===== src/rtl/ucie_ctl_sb_rx_pkg.sv =====
// ucie_ctl_sb_rx_pkg: sideband packet layout, FSM states and decode codes shared by RX and TX.
package ucie_ctl_sb_rx_pkg;
  localparam int PHASE_W = 32;
  localparam int DP_BIT  = 5;
  localparam int DEC_HI  = 4;
  localparam int DEC_LO  = 0;
  localparam int DEC_W   = DEC_HI - DEC_LO + 1;
  localparam int PAR_BIT = 31;
  typedef enum logic [2:0] {
    ST_IDLE,
    ST_HDR1,
    ST_DATA0,
    ST_DATA1,
    ST_DELIVER,
    ST_CREDIT
  } sb_rx_state_t;
  localparam logic [DEC_W-1:0] SB_DEC_NOP     = 5'h00;
  localparam logic [DEC_W-1:0] SB_DEC_ADV_CAP = 5'h01;
  localparam logic [DEC_W-1:0] SB_DEC_LINK_UP = 5'h02;
  localparam logic [DEC_W-1:0] SB_DEC_LINK_DN = 5'h03;
  function automatic logic phase_parity(input logic [PHASE_W-1:0] p);
    return ^p[PAR_BIT-1:0];
  endfunction
endpackage


===== src/rtl/ucie_ctl_sb_rx_deser.sv =====
// ucie_ctl_sb_rx_deser: assembles NC-bit config beats (LSB chunk first) into 32-bit phases.
module ucie_ctl_sb_rx_deser
  import ucie_ctl_sb_rx_pkg::*;
#(
  parameter int NC = 32
) (
  input  logic               i_clk,
  input  logic               i_rst,
  input  logic               i_vld,
  input  logic [NC-1:0]      i_data,
  output logic [PHASE_W-1:0] o_phase,
  output logic               o_done
);
  localparam int NB = PHASE_W / NC;
  localparam int CW = NB > 1 ? $clog2(NB) : 1;
  logic [CW-1:0] r_cnt;
  assign o_done = i_vld && (r_cnt == CW'(NB - 1));
  always_ff @(posedge i_clk) begin
    if (!i_rst) r_cnt <= '0;
    else if (i_vld) r_cnt <= o_done ? '0 : r_cnt + 1'b1;
  end
  generate
    if (NB == 1) begin : g_one
      assign o_phase = i_data;
    end else begin : g_sr
      // earlier beats wait in the low chunks; the live beat completes the top chunk
      logic [PHASE_W-NC-1:0] r_sr;
      assign o_phase = {i_data, r_sr};
      always_ff @(posedge i_clk) begin
        if (!i_rst) r_sr <= '0;
        else if (i_vld) r_sr <= o_phase[PHASE_W-1:NC];
      end
    end
  endgenerate
endmodule


===== src/rtl/ucie_ctl_sb_rx.sv =====
// ucie_ctl_sb_rx: sideband RX packet FSM, message registers and credit return.
// Optional phase1 parity check enabled by macro UCIE_CTL_SB_RX_PARITY_EN.
module ucie_ctl_sb_rx
  import ucie_ctl_sb_rx_pkg::*;
#(
  parameter int NC = 32
) (
  input  logic              i_clk,
  input  logic              i_rst,
  input  logic              i_rdi_pl_cfg_vld,
  input  logic [NC-1:0]     i_rdi_pl_cfg,
  output logic              o_rdi_lp_cfg_crd,
  output logic              o_valid_pl_sb,
  input  logic              i_ready_pl_sb,
  output logic [DEC_W-1:0]  o_rdi_pl_sb_decode,
  output logic [31:0]       o_rdi_pl_adv_cap_value,
  output logic              o_sb_rx_err,
  output logic              o_sb_parity_err
);
  sb_rx_state_t r_state, w_next;
  logic [PHASE_W-1:0] w_phase;
  logic [PHASE_W-1:0] r_d0;
  logic [DEC_W-1:0] r_dec;
  logic w_blocked, w_beat, w_done, w_par_bad, w_load;
  logic r_dp, r_seen, r_err;
  assign w_blocked = (r_state == ST_DELIVER) || (r_state == ST_CREDIT);
  assign w_beat = i_rdi_pl_cfg_vld && !w_blocked;
  assign w_load = (w_next == ST_DELIVER) && (r_state != ST_DELIVER);
  assign o_sb_rx_err = r_err;
  ucie_ctl_sb_rx_deser #(.NC(NC)) u_deser (
    .i_clk   (i_clk),
    .i_rst   (i_rst),
    .i_vld   (w_beat),
    .i_data  (i_rdi_pl_cfg),
    .o_phase (w_phase),
    .o_done  (w_done)
  );
`ifdef UCIE_CTL_SB_RX_PARITY_EN
  logic r_par, r_perr;
  assign w_par_bad = w_phase[PAR_BIT] != r_par;
  always_ff @(posedge i_clk) begin
    if (!i_rst) begin
      r_par  <= 1'b0;
      r_perr <= 1'b0;
    end else begin
      if (r_state == ST_IDLE && w_done) r_par <= phase_parity(w_phase);
      if (r_state == ST_HDR1 && w_done) r_perr <= w_par_bad;
    end
  end
`else
  assign w_par_bad = 1'b0;
`endif
  always_ff @(posedge i_clk) begin
    if (!i_rst) r_state <= ST_IDLE;
    else r_state <= w_next;
  end
  always_comb begin
    w_next = r_state;
    case (r_state)
      ST_IDLE:    w_next = w_done ? ST_HDR1 : ST_IDLE;
      ST_HDR1:    w_next = !w_done ? ST_HDR1 : w_par_bad ? ST_CREDIT : r_dp ? ST_DATA0 : ST_DELIVER;
      ST_DATA0:   w_next = w_done ? ST_DATA1 : ST_DATA0;
      ST_DATA1:   w_next = w_done ? ST_DELIVER : ST_DATA1;
      ST_DELIVER: w_next = i_ready_pl_sb ? ST_CREDIT : ST_DELIVER;
      default:    w_next = ST_IDLE;
    endcase
  end
  // the first cycle out of reset grants the PHY its single outstanding credit
  always_comb begin
    o_valid_pl_sb    = i_rst && (r_state == ST_DELIVER);
    o_rdi_lp_cfg_crd = i_rst && ((r_state == ST_CREDIT) || !r_seen);
`ifdef UCIE_CTL_SB_RX_PARITY_EN
    o_sb_parity_err  = i_rst && (r_state == ST_CREDIT) && r_perr;
`else
    o_sb_parity_err  = 1'b0;
`endif
  end
  always_ff @(posedge i_clk) begin
    if (!i_rst) begin
      r_dec                  <= '0;
      r_dp                   <= 1'b0;
      r_d0                   <= '0;
      r_seen                 <= 1'b0;
      r_err                  <= 1'b0;
      o_rdi_pl_sb_decode     <= '0;
      o_rdi_pl_adv_cap_value <= '0;
    end else begin
      r_seen <= 1'b1;
      if (r_state == ST_IDLE && w_done) begin
        r_dec <= w_phase[DEC_HI:DEC_LO];
        r_dp  <= w_phase[DP_BIT];
      end
      if (r_state == ST_DATA0 && w_done) r_d0 <= w_phase;
      if (w_load) begin
        o_rdi_pl_sb_decode <= r_dec;
        if (r_dp) o_rdi_pl_adv_cap_value <= r_d0;
      end
      if (i_rdi_pl_cfg_vld && w_blocked) r_err <= 1'b1;
    end
  end
endmodule


===== config.mk =====
export PLATFORM = sky130hd
export DESIGN_NAME = ucie_ctl_sb_rx
export DESIGN_NICKNAME = d
export VERILOG_FILES = /design/src/rtl/ucie_ctl_sb_rx_pkg.sv /design/src/rtl/ucie_ctl_sb_rx_deser.sv /design/src/rtl/ucie_ctl_sb_rx.sv
export SDC_FILE = /design/constraint.sdc
export NUM_CORES = 1
export LEC_CHECK = 0
export ABC_AREA = 0
export BUFFER_PORTS_ARGS = -buffer_cell sky130_fd_sc_hd__buf_2
export CORE_ASPECT_RATIO = 1.25
export CORE_MARGIN = 1.5
export CORE_UTILIZATION = 40
export CTS_CLUSTER_SIZE = 24
export DETAILED_ROUTE_END_ITERATION = 6
export GPL_ROUTABILITY_DRIVEN = 0
export HOLD_SLACK_MARGIN = 0.12
export SLEW_MARGIN = 20
export SYNTH_ARGS = -nofsm -noshare
export SYNTH_HDL_FRONTEND = slang
export SYNTH_HIERARCHICAL = 1
export SYNTH_SLANG_ARGS = --single-unit

===== constraint.sdc =====
create_clock -name i_clk -period 5.7 [get_ports i_clk]
set_input_delay 0.855 -clock i_clk [delete_from_list [all_inputs] [get_ports i_clk]]
set_output_delay 0.855 -clock i_clk [all_outputs]
set_load 0.1 [all_outputs]

==> Word-level counts from Yosys, hierarchy flattened <==
Cells that the tools add are included.
{ "word_totals": {"reg_bits": 81, "input_bits": 36, "out_inout_bits": 41, "word_cells": 41} }
{ "op_classes": {"addsub": 1, "eq_ne": 7, "muxes": 9, "n_bitwise": 1, "reduce_logical": 14} }
{ "ops": {"columns": ["op", "n"], "rows": [
  ["$pmux 3 s5", 1],
  ["$eq 3x3->1 const B", 3],
  ["$mux 3", 3],
  ["$logic_and 1x1->1", 8],
  ["$eq 3x2->1 const B", 2],
  ["$mux 1", 5],
  ["$eq 3x1->1 const B", 1],
  ["$logic_not 3->1", 1],
  ["$ne 3x3->1 const B", 1],
  ["$logic_not 1->1", 2],
  ["$logic_or 1x1->1", 2],
  ["$reduce_and 2->1", 1],
  ["$add 1x1->1 const B", 1],
  ["$not 1->1", 1]
]} }

==> Depth between registers and ports, before layout <==
Gate-level depths: netlist of run 1.
{ "logic_depth": {"depth_word": 10, "depth_mapped": 9, "ltp_nobuf": 6} }

==> Modules after synthesis <==
Netlist of run 1, hierarchy kept.
{ "by_module_without_submodules": {"columns": ["module", "instances", "cells_each", "area_each_um2", "seq_area_each_um2"], "rows": [
  ["ucie_ctl_sb_rx", 1, 354, 3199.3, 1601.5],
  ["ucie_ctl_sb_rx_deser", 1, 35, 275.3, 20.0]
]} }

==> Worst setup path before layout of run 1 <==
No wires, ideal clock.
{ "synth_path": {"kind": "input port to output port", "from": "in i_rst", "to": "out o_rdi_lp_cfg_crd", "arrival_ns": 3.500, "slack_ns": 1.345, "cell_stages": 3, "cell_sequence": "buf_2 > clkbuf_1 > a21boi_0"} }
{ "synth_via": {"elab_chain_cells": 1} }
{ "synth_rtl": {"columns": ["item", "line_no", "rtl"], "rows": [
  ["start, declared", "ucie_ctl_sb_rx.sv:9", "input logic i_rst,"],
  ["$logic_and 1x1->1", "ucie_ctl_sb_rx.sv:71", "o_rdi_lp_cfg_crd = i_rst && ((r_state == ST_CREDIT) || !r_seen);"],
  ["end, declared", "ucie_ctl_sb_rx.sv:12", "output logic o_rdi_lp_cfg_crd,"]
]} }
No other way between the ends.

==> Worst setup path after layout of run 1 <==
Same ends and word-level chain as after synthesis.

==> out/results.txt, run 1 <==
Run status: completed
PwrDens: 296 mW/mm^2
DR pass1 iterations: 4
Final setup violation count: 0
CTS tree: built
First-pass GRT wire length: 10,200 um
Worst-Margin Slew: 1.03 ns
Worst Setup End Kind: output pin
Clock share of power: 0.404
Worst endpoint required time: 4.85 ns
Post-CTS sizing: 0
FP Rows: 37
N_diodes: 0
Crit path DAT: 2.28 ns
Max-cap violations: 0
CP Class: in -> out
Period utilization: 0.550
Footprint of the multi-input gates: 0.00144 mm^2
Post-synth top area cell: dfxtp_1
Starting Density: 0.417
Dominant synthesized flop cell: dfxtp_1
Synth Net Count: 425
Initial antenna violation count: 0
Total Nets Final: 451
Max Clock Skew: 0.00957 ns
Final hold violations: 0
Most frequent cells in the layout: 142 x nand2_1, 81 x dfxtp_1, 74 x buf_2, 43 x mux2i_1, 24 x a21boi_0
Flops & latches, synth: 81
R2R cell count: 7
Syn Inst Count: 389
Critical path startpoint category: input pin
Netlist cell types: 28
P_leak: 1.44 nW
Total CTS buffers: 9
Die ar.: 0.00926 mm^2
Gate power share: 0.075
Worst R2R Start: r_state[1]$_SDFF_PN0_
Hold Crit Class: reg -> reg
Metal3 WL: 343 um
Synth top area cells: dfxtp_1 47%, nand2_1 15%, mux2i_1 12%
FILL cells: 864
Port Buffer Count: 75
Total gr overflow: 0
Clk sink count: 81
Worst R2R Setup Slack: 2.83 ns
Commonest non-fill, non-tap cell in the layout: nand2_1
Drt via density: 4.60
Worst reg2reg endpoint: o_rdi_pl_adv_cap_value[29]$_SDFFE_PN0P_
Worst vdd ir: 125 uV
CORE AREA: 0.00833 mm^2
Post-Place Cells: 501
# hold bufs at CTS: 0
Switching Fraction: 0.228
Post-CTS Setup Inserts: 0
Switch Pwr: 0.000256 W
Met2 wire len: 2830 um
Slew Viols, Final: 0
Synth Warn #: 6
Fin crit period: 3.14 ns
Horiz. Die Dim: 86.4 um
Hold-critical path depth: 2
M1 WL: 3020 um
Register area: 0.00162 mm^2
Hold EP: o_rdi_pl_adv_cap_value[1]$_SDFFE_PN0P_
Post-synthesis sequential area ratio: 0.467
DRC violations left: 0
Vias: 2,376
Final WL: 6330 um
Share of cells above drive strength 1: 0.229
Area grow syn2layout: 9.25%
Routed Antenna Nets: 0
Highest metal used: met4
Reg clk slew, reported paths: 0.08 ns
Final HPWL DP: 4030 um
Fmax: 0.319 GHz
GRT Total Usage: 0.143
Boundary Pins: 77
Root buf cell: clkbuf_8
Largest net degree at the start of global routing: 121
Clock Tree Buf Depth: 2
HP Start: r_d0[1]$_SDFFE_PN0P_
Initial DRC Count: 127
Non-filler cells, final: 517
Reg power frac: 0.521
Clk_lat worst skew: 0.34 ns
DR WL/cell: 12.2 um
Setup TNS: 0 ns
Internal: 0.000867 W
Yosys top cell area share: 0.467
Async set-reset flop share out of synthesis: 0
Vias in the first global route: 2,197
Die height: 107 um
Max FO, Critical Path: 120
RSZ-0062 raised after global routing: no
Mean Syn Cell Area: 8.93 um^2
EDFF count, synth: 0
Mapped Area: 0.00347 mm^2
CTS H-Tree Depth: 3
Relative slew margins: 0.314
critical path: stages:
cell	delay, ns
buf_4	0.74
a21boi_0	0.23
buf_2	0.44
cells in the mapped netlist, types with 3 or more instances:
| cell type | count |
|---|---|
| nor2b_1 | 9 |
| a21boi_0 | 24 |
| buf_4 | 33 |
| dfxtp_1 | 81 |
| mux2i_1 | 43 |
| buf_2 | 10 |
| nand2_1 | 142 |
| and2_1 | 3 |
| buf_6 | 6 |
| a21boi_1 | 9 |
| clkbuf_1 | 12 |
registers in the layout (all words and copies together), names as in the netlist:
signal                  flops
o_rdi_pl_adv_cap_value     32
r_d0                       32
o_rdi_pl_sb_decode          5
r_dec                       5
r_state                     3
o_sb_rx_err                 1
r_dp                        1
r_seen                      1
u_deser/r_cnt               1
worst max path at each step:
| stage | cells after the start | slack (ns) | end | start |
|---|---|---|---|---|
| 3_5_place_dp | 3 | 2.52 | o_rdi_lp_cfg_crd | i_rst |
| 2_1_floorplan | 3 | 1.35 | o_rdi_lp_cfg_crd | i_rst |
| 3_3_place_gp | 3 | 2.52 | o_rdi_lp_cfg_crd | i_rst |
| 4_1_cts | 3 | 2.51 | o_rdi_lp_cfg_crd | i_rst |
| 6_report | 3 | 2.56 | o_rdi_lp_cfg_crd | i_rst |
| 5_1_grt | 3 | 2.39 | o_rdi_lp_cfg_crd | i_rst |
power groups by stage:
stage / clock, W / sequential [W] / combinational [W]
after CTS: 0.000467 / 0.000585 / 0.0000859
after floorplan: 0 / 0.000601 / 0.0000821
final: 0.000454 / 0.000585 / 0.0000846
after detailed placement: 0 / 0.000599 / 0.0000857
after global placement: 0 / 0.000598 / 0.0000848
after global routing: 0.000491 / 0.000587 / 0.0000926
per-layer routing:
metal / global-route usage / up-vias
li1: - / 1262
met1: 0.182 / 1052
met2: 0.214 / 53
met3: 0.0354 / 9
met4: 0.0887 / 0
met5: 0 / -
final cells by class:
cell class	instances	share of cell area
flip-flops and latches	81	0.427
multi-input cells	246	0.380
repair buffers	76	0.102
clock buffers	11	0.0372
well taps	97	0.0320
clock inverters	5	0.0208
inverters	1	0.000989
cells by family (layout without fill, tap and decap cells):
| kind of cell | after synthesis | count (layout) | synth area share |
|---|---|---|---|
| buffers and inverters | 62 | 93 | 0.119 |
| XOR/XNOR | 1 | 1 | 0.00252 |
| flip-flops | 81 | 81 | 0.467 |
| AO/OA/AOI/OAI | 36 | 36 | 0.0774 |
| multiplexers | 44 | 44 | 0.127 |
| AND/OR/NAND/NOR | 164 | 164 | 0.206 |
| other | 1 | 1 | 0.00108 |
per-stage QoR:
stage,power [W],instance area [um^2],hold slack [ns],setup WS [ns],utilization
floorplan,0.000683,3470,0.435,1.35,-
global placement,0.000683,3580,0.442,2.52,0.429
detailed placement,0.000684,3580,0.446,2.52,0.429
CTS,0.00114,3800,0.457,2.51,0.456
global route,0.00117,3800,0.477,2.39,0.456
finish,0.00112,3800,0.453,2.56,0.456
Note: power is estimated with default switching activity, not from simulation.
==> inputs of run 2 (changes only) <==
--- a/config.mk
+++ b/config.mk
@@ -5,7 +5,7 @@
 export SDC_FILE = /design/constraint.sdc
 export NUM_CORES = 1
 export LEC_CHECK = 0
-export ABC_AREA = 0
+export ABC_AREA = 1
 export BUFFER_PORTS_ARGS = -buffer_cell sky130_fd_sc_hd__buf_2
 export CORE_ASPECT_RATIO = 1.25
 export CORE_MARGIN = 1.5
==> constraint.sdc (replaced) <==
create_clock -name i_clk -period 2.6 [get_ports i_clk]
set_input_delay 0.39 -clock i_clk [delete_from_list [all_inputs] [get_ports i_clk]]
set_output_delay 0.39 -clock i_clk [all_outputs]
set_load 0.1 [all_outputs]
==> out/results.txt, run 2 <==
Period utilization: 0.774
P_leak: 2.24 nW
Register area: 0.00162 mm^2
CTS tree: built
Synth Warn #: 6
Vias in the first global route: 3,053
Starting Density: 0.410
Total gr overflow: 0
Setup TNS: 0 ns
Clk_lat worst skew: 0.33 ns
Internal: 0.00233 W
Final WL: 7690 um
Worst Setup End Kind: flop
Most common cell in the synthesized netlist: nand2_1
CP Class: reg -> reg
Post-synth top area cell: dfxtp_1
Max FO, Critical Path: 32
Met1 Track Usage GR: 0.178
Port Buffer Count: 75
Dpl ws: 0.598 ns
Mapped Area: 0.00394 mm^2
CP dominant cell by count: inv_1
Fmax: 0.497 GHz
Mean Syn Cell Area: 6.40 um^2
Worst Setup Slack, final: 0.587 ns
GRT met3 Usage: 0.0333
Largest net degree at the start of global routing: 78
PwrDens: 676 mW/mm^2
Worst reg2reg endpoint: o_rdi_pl_adv_cap_value[7]$_SDFFE_PN0P_
Crit path DAT: 2.28 ns
Synth Net Count: 651
Buf/Inv on CP: 5
Run status: completed
Final design utilization: 0.471
Max Clock Skew: 0.00579 ns
DR WL/cell: 9.87 um
Synth top area cells: dfxtp_1 41%, nand2_1 14%, inv_1 13%
Number of cells on the critical path: 11
Routed Antenna Nets: 0
Worst endpoint required time: 2.86 ns
Worst R2R Setup Slack: 0.59 ns
Critical path startpoint category: flop
Post-CTS Setup Inserts: 0
Total Nets Final: 684
Syn Inst Count: 615
Worst vdd ir: 285 uV
Commonest non-fill, non-tap cell in the layout: nand2_1
HP Start: i_rdi_pl_cfg[0]
Hold EP: r_dec[0]$_SDFFE_PN0P_
Share of cells above drive strength 1: 0.165
FILL cells: 1,040
Switching Fraction: 0.240
N_diodes: 0
Reg power frac: 0.422
Clk sink count: 81
CTS H-Tree Depth: 3
Clock share of power: 0.473
Footprint of the multi-input gates: 0.00139 mm^2
Most frequent cells after synthesis: 143 x nand2_1, 139 x inv_1, 125 x nor2_1, 81 x dfxtp_1, 40 x buf_4
Clock Tree Buf Depth: 2
Final HPWL DP: 5130 um
Yosys top cell area share: 0.412
Final setup violation count: 0
Hold Crit Class: in -> reg
Dominant synthesized flop cell: dfxtp_1
Post-Place Cells: 763
Post-CTS sizing: 0
Drt via density: 4.27
Cell family with the largest share of critical-path delay: simple AND/OR/NAND/NOR gates
Reg clk slew, reported paths: 0.06 ns
Vias: 3,327
Flops & latches, synth: 81
Initial DRC Count: 89
# hold bufs at CTS: 0
Worst path slowest cell: dfxtp_1
Boundary Pins: 77
GRT Total Usage: 0.157
Non-filler cells, final: 779
Crit-path max cell delay: 0.39 ns
Relative slew margins: 0.500
Horiz. Die Dim: 91.7 um
DRC violations left: 0
Final hold violations: 0
Switch Pwr: 0.000735 W
Largest registers: o_rdi_pl_adv_cap_value x32, r_d0 x32
R2R cell count: 11
Global route hottest layer: met2
Post-synthesis sequential area ratio: 0.412
Total CTS buffers: 9
Hold-critical path depth: 3
Most frequent cells in the layout: 143 x nand2_1, 139 x inv_1, 125 x nor2_1, 81 x dfxtp_1, 73 x buf_2
Worst R2R Start: r_state[1]$_SDFF_PN0_
Max-cap violations: 0
Worst-Margin Slew: 0.750 ns
Crit-path cells: inv_1 > a21boi_0 > inv_1 > nor2_1 > inv_2 > nor2_4 > nand3_2 > buf_4 > nand2_1 > inv_1 > nor2_1
Root buf cell: clkbuf_16
CORE AREA: 0.00961 mm^2
Area grow syn2layout: 15.1%
FP Rows: 40
Slew Viols, Final: 0
Met2 Resource Use GR: 0.277
Async set-reset flop share out of synthesis: 0
DR pass1 iterations: 4
Netlist cell types: 18
RSZ-0062 raised after global routing: no
EDFF count, synth: 0
Initial antenna violation count: 0
Gate power share: 0.105
Die ar.: 0.0104 mm^2
Fin crit period: 2.01 ns
First-pass GRT wire length: 13,200 um
Die height: 114 um
==> run 2: changes by cell type in the layout (fill, tap and decap cells not counted), moves of 6 or more <==
cell	before	now
a21boi_0	24	1
a21boi_1	9	0
buf_4	2	8
clkbuf_16	0	9
clkbuf_8	10	1
inv_1	1	139
mux2i_1	43	0
nand3_1	0	6
nand4_1	0	37
nor2_1	1	125
nor2b_1	9	0
o21ai_0	0	8
==> run 2: cells by family (layout without fill, tap and decap cells) <==
logic type / Yosys count / in the layout / synth area share
AOI/OAI and AO/OA: 13 / 13 / 0.0172
buffers and inverters: 204 / 242 / 0.236
DFF: 81 / 81 / 0.412
other: 1 / 1 / 0.000953
and+or+nand+nor: 316 / 316 / 0.334
==> run 2: stage by stage <==
step                power [W]  instance area, um^2  hold WS, ns
floorplan             0.00159                 3940        0.410
global placement      0.00164                 4190        0.420
detailed placement    0.00164                 4190        0.428
CTS                   0.00310                 4530        0.327
global route          0.00319                 4530        0.338
finish                0.00306                 4530        0.332
==> run 2: metal layers <==
metal / part of all wire / wire length (um)
met1: 0.46 / 3540
met3: 0.034 / 263
met5: 0 / 0
met2: 0.48 / 3700
met4: 0.024 / 182
==> run 2: power by group through the flow <==
stage	combinational [W]	sequential [W]	clock [W]
CTS	0.000324	0.00129	0.00149
global route	0.000358	0.00129	0.00154
floorplan	0.000222	0.00137	0
detailed placement	0.000323	0.00132	0
finish	0.000321	0.00129	0.00145
global placement	0.000318	0.00132	0
==> run 2: area by class of cell <==
class	count	area share
Inverter	142	0.118
Clock buffer	11	0.0536
Timing Repair Buffer	84	0.107
Multi-Input combinational cell	330	0.306
Tap cell	126	0.0348
Clock inverter	5	0.0226
Sequential cell	81	0.358
==> run 2: worst max-delay path by stage <==
| stage | from | endpoint | slack (ns) |
|---|---|---|---|
| 2_1_floorplan | i_rst | o_valid_pl_sb | 0.18 |
| 3_3_place_gp | i_rdi_pl_cfg_vld | o_rdi_pl_adv_cap_value[27]$_SDFFE_PN0P_ | 0.67 |
| 3_5_place_dp | r_state[1]$_SDFF_PN0_ | o_rdi_pl_adv_cap_value[7]$_SDFFE_PN0P_ | 0.60 |
| 4_1_cts | r_state[1]$_SDFF_PN0_ | o_rdi_pl_adv_cap_value[7]$_SDFFE_PN0P_ | 0.58 |
| 5_1_grt | r_state[1]$_SDFF_PN0_ | o_rdi_pl_adv_cap_value[24]$_SDFFE_PN0P_ | 0.35 |
| 6_report | r_state[1]$_SDFF_PN0_ | o_rdi_pl_adv_cap_value[7]$_SDFFE_PN0P_ | 0.59 |
==> run 2: worst reg2reg max path: cells and delay by family, from the launching register on <==
family                 cells  cell delay [ns]
flip-flops                 1             0.39
AND/OR/NAND/NOR            5             0.74
buffers and inverters      5             0.58
AO/OA/AOI/OAI              1             0.25
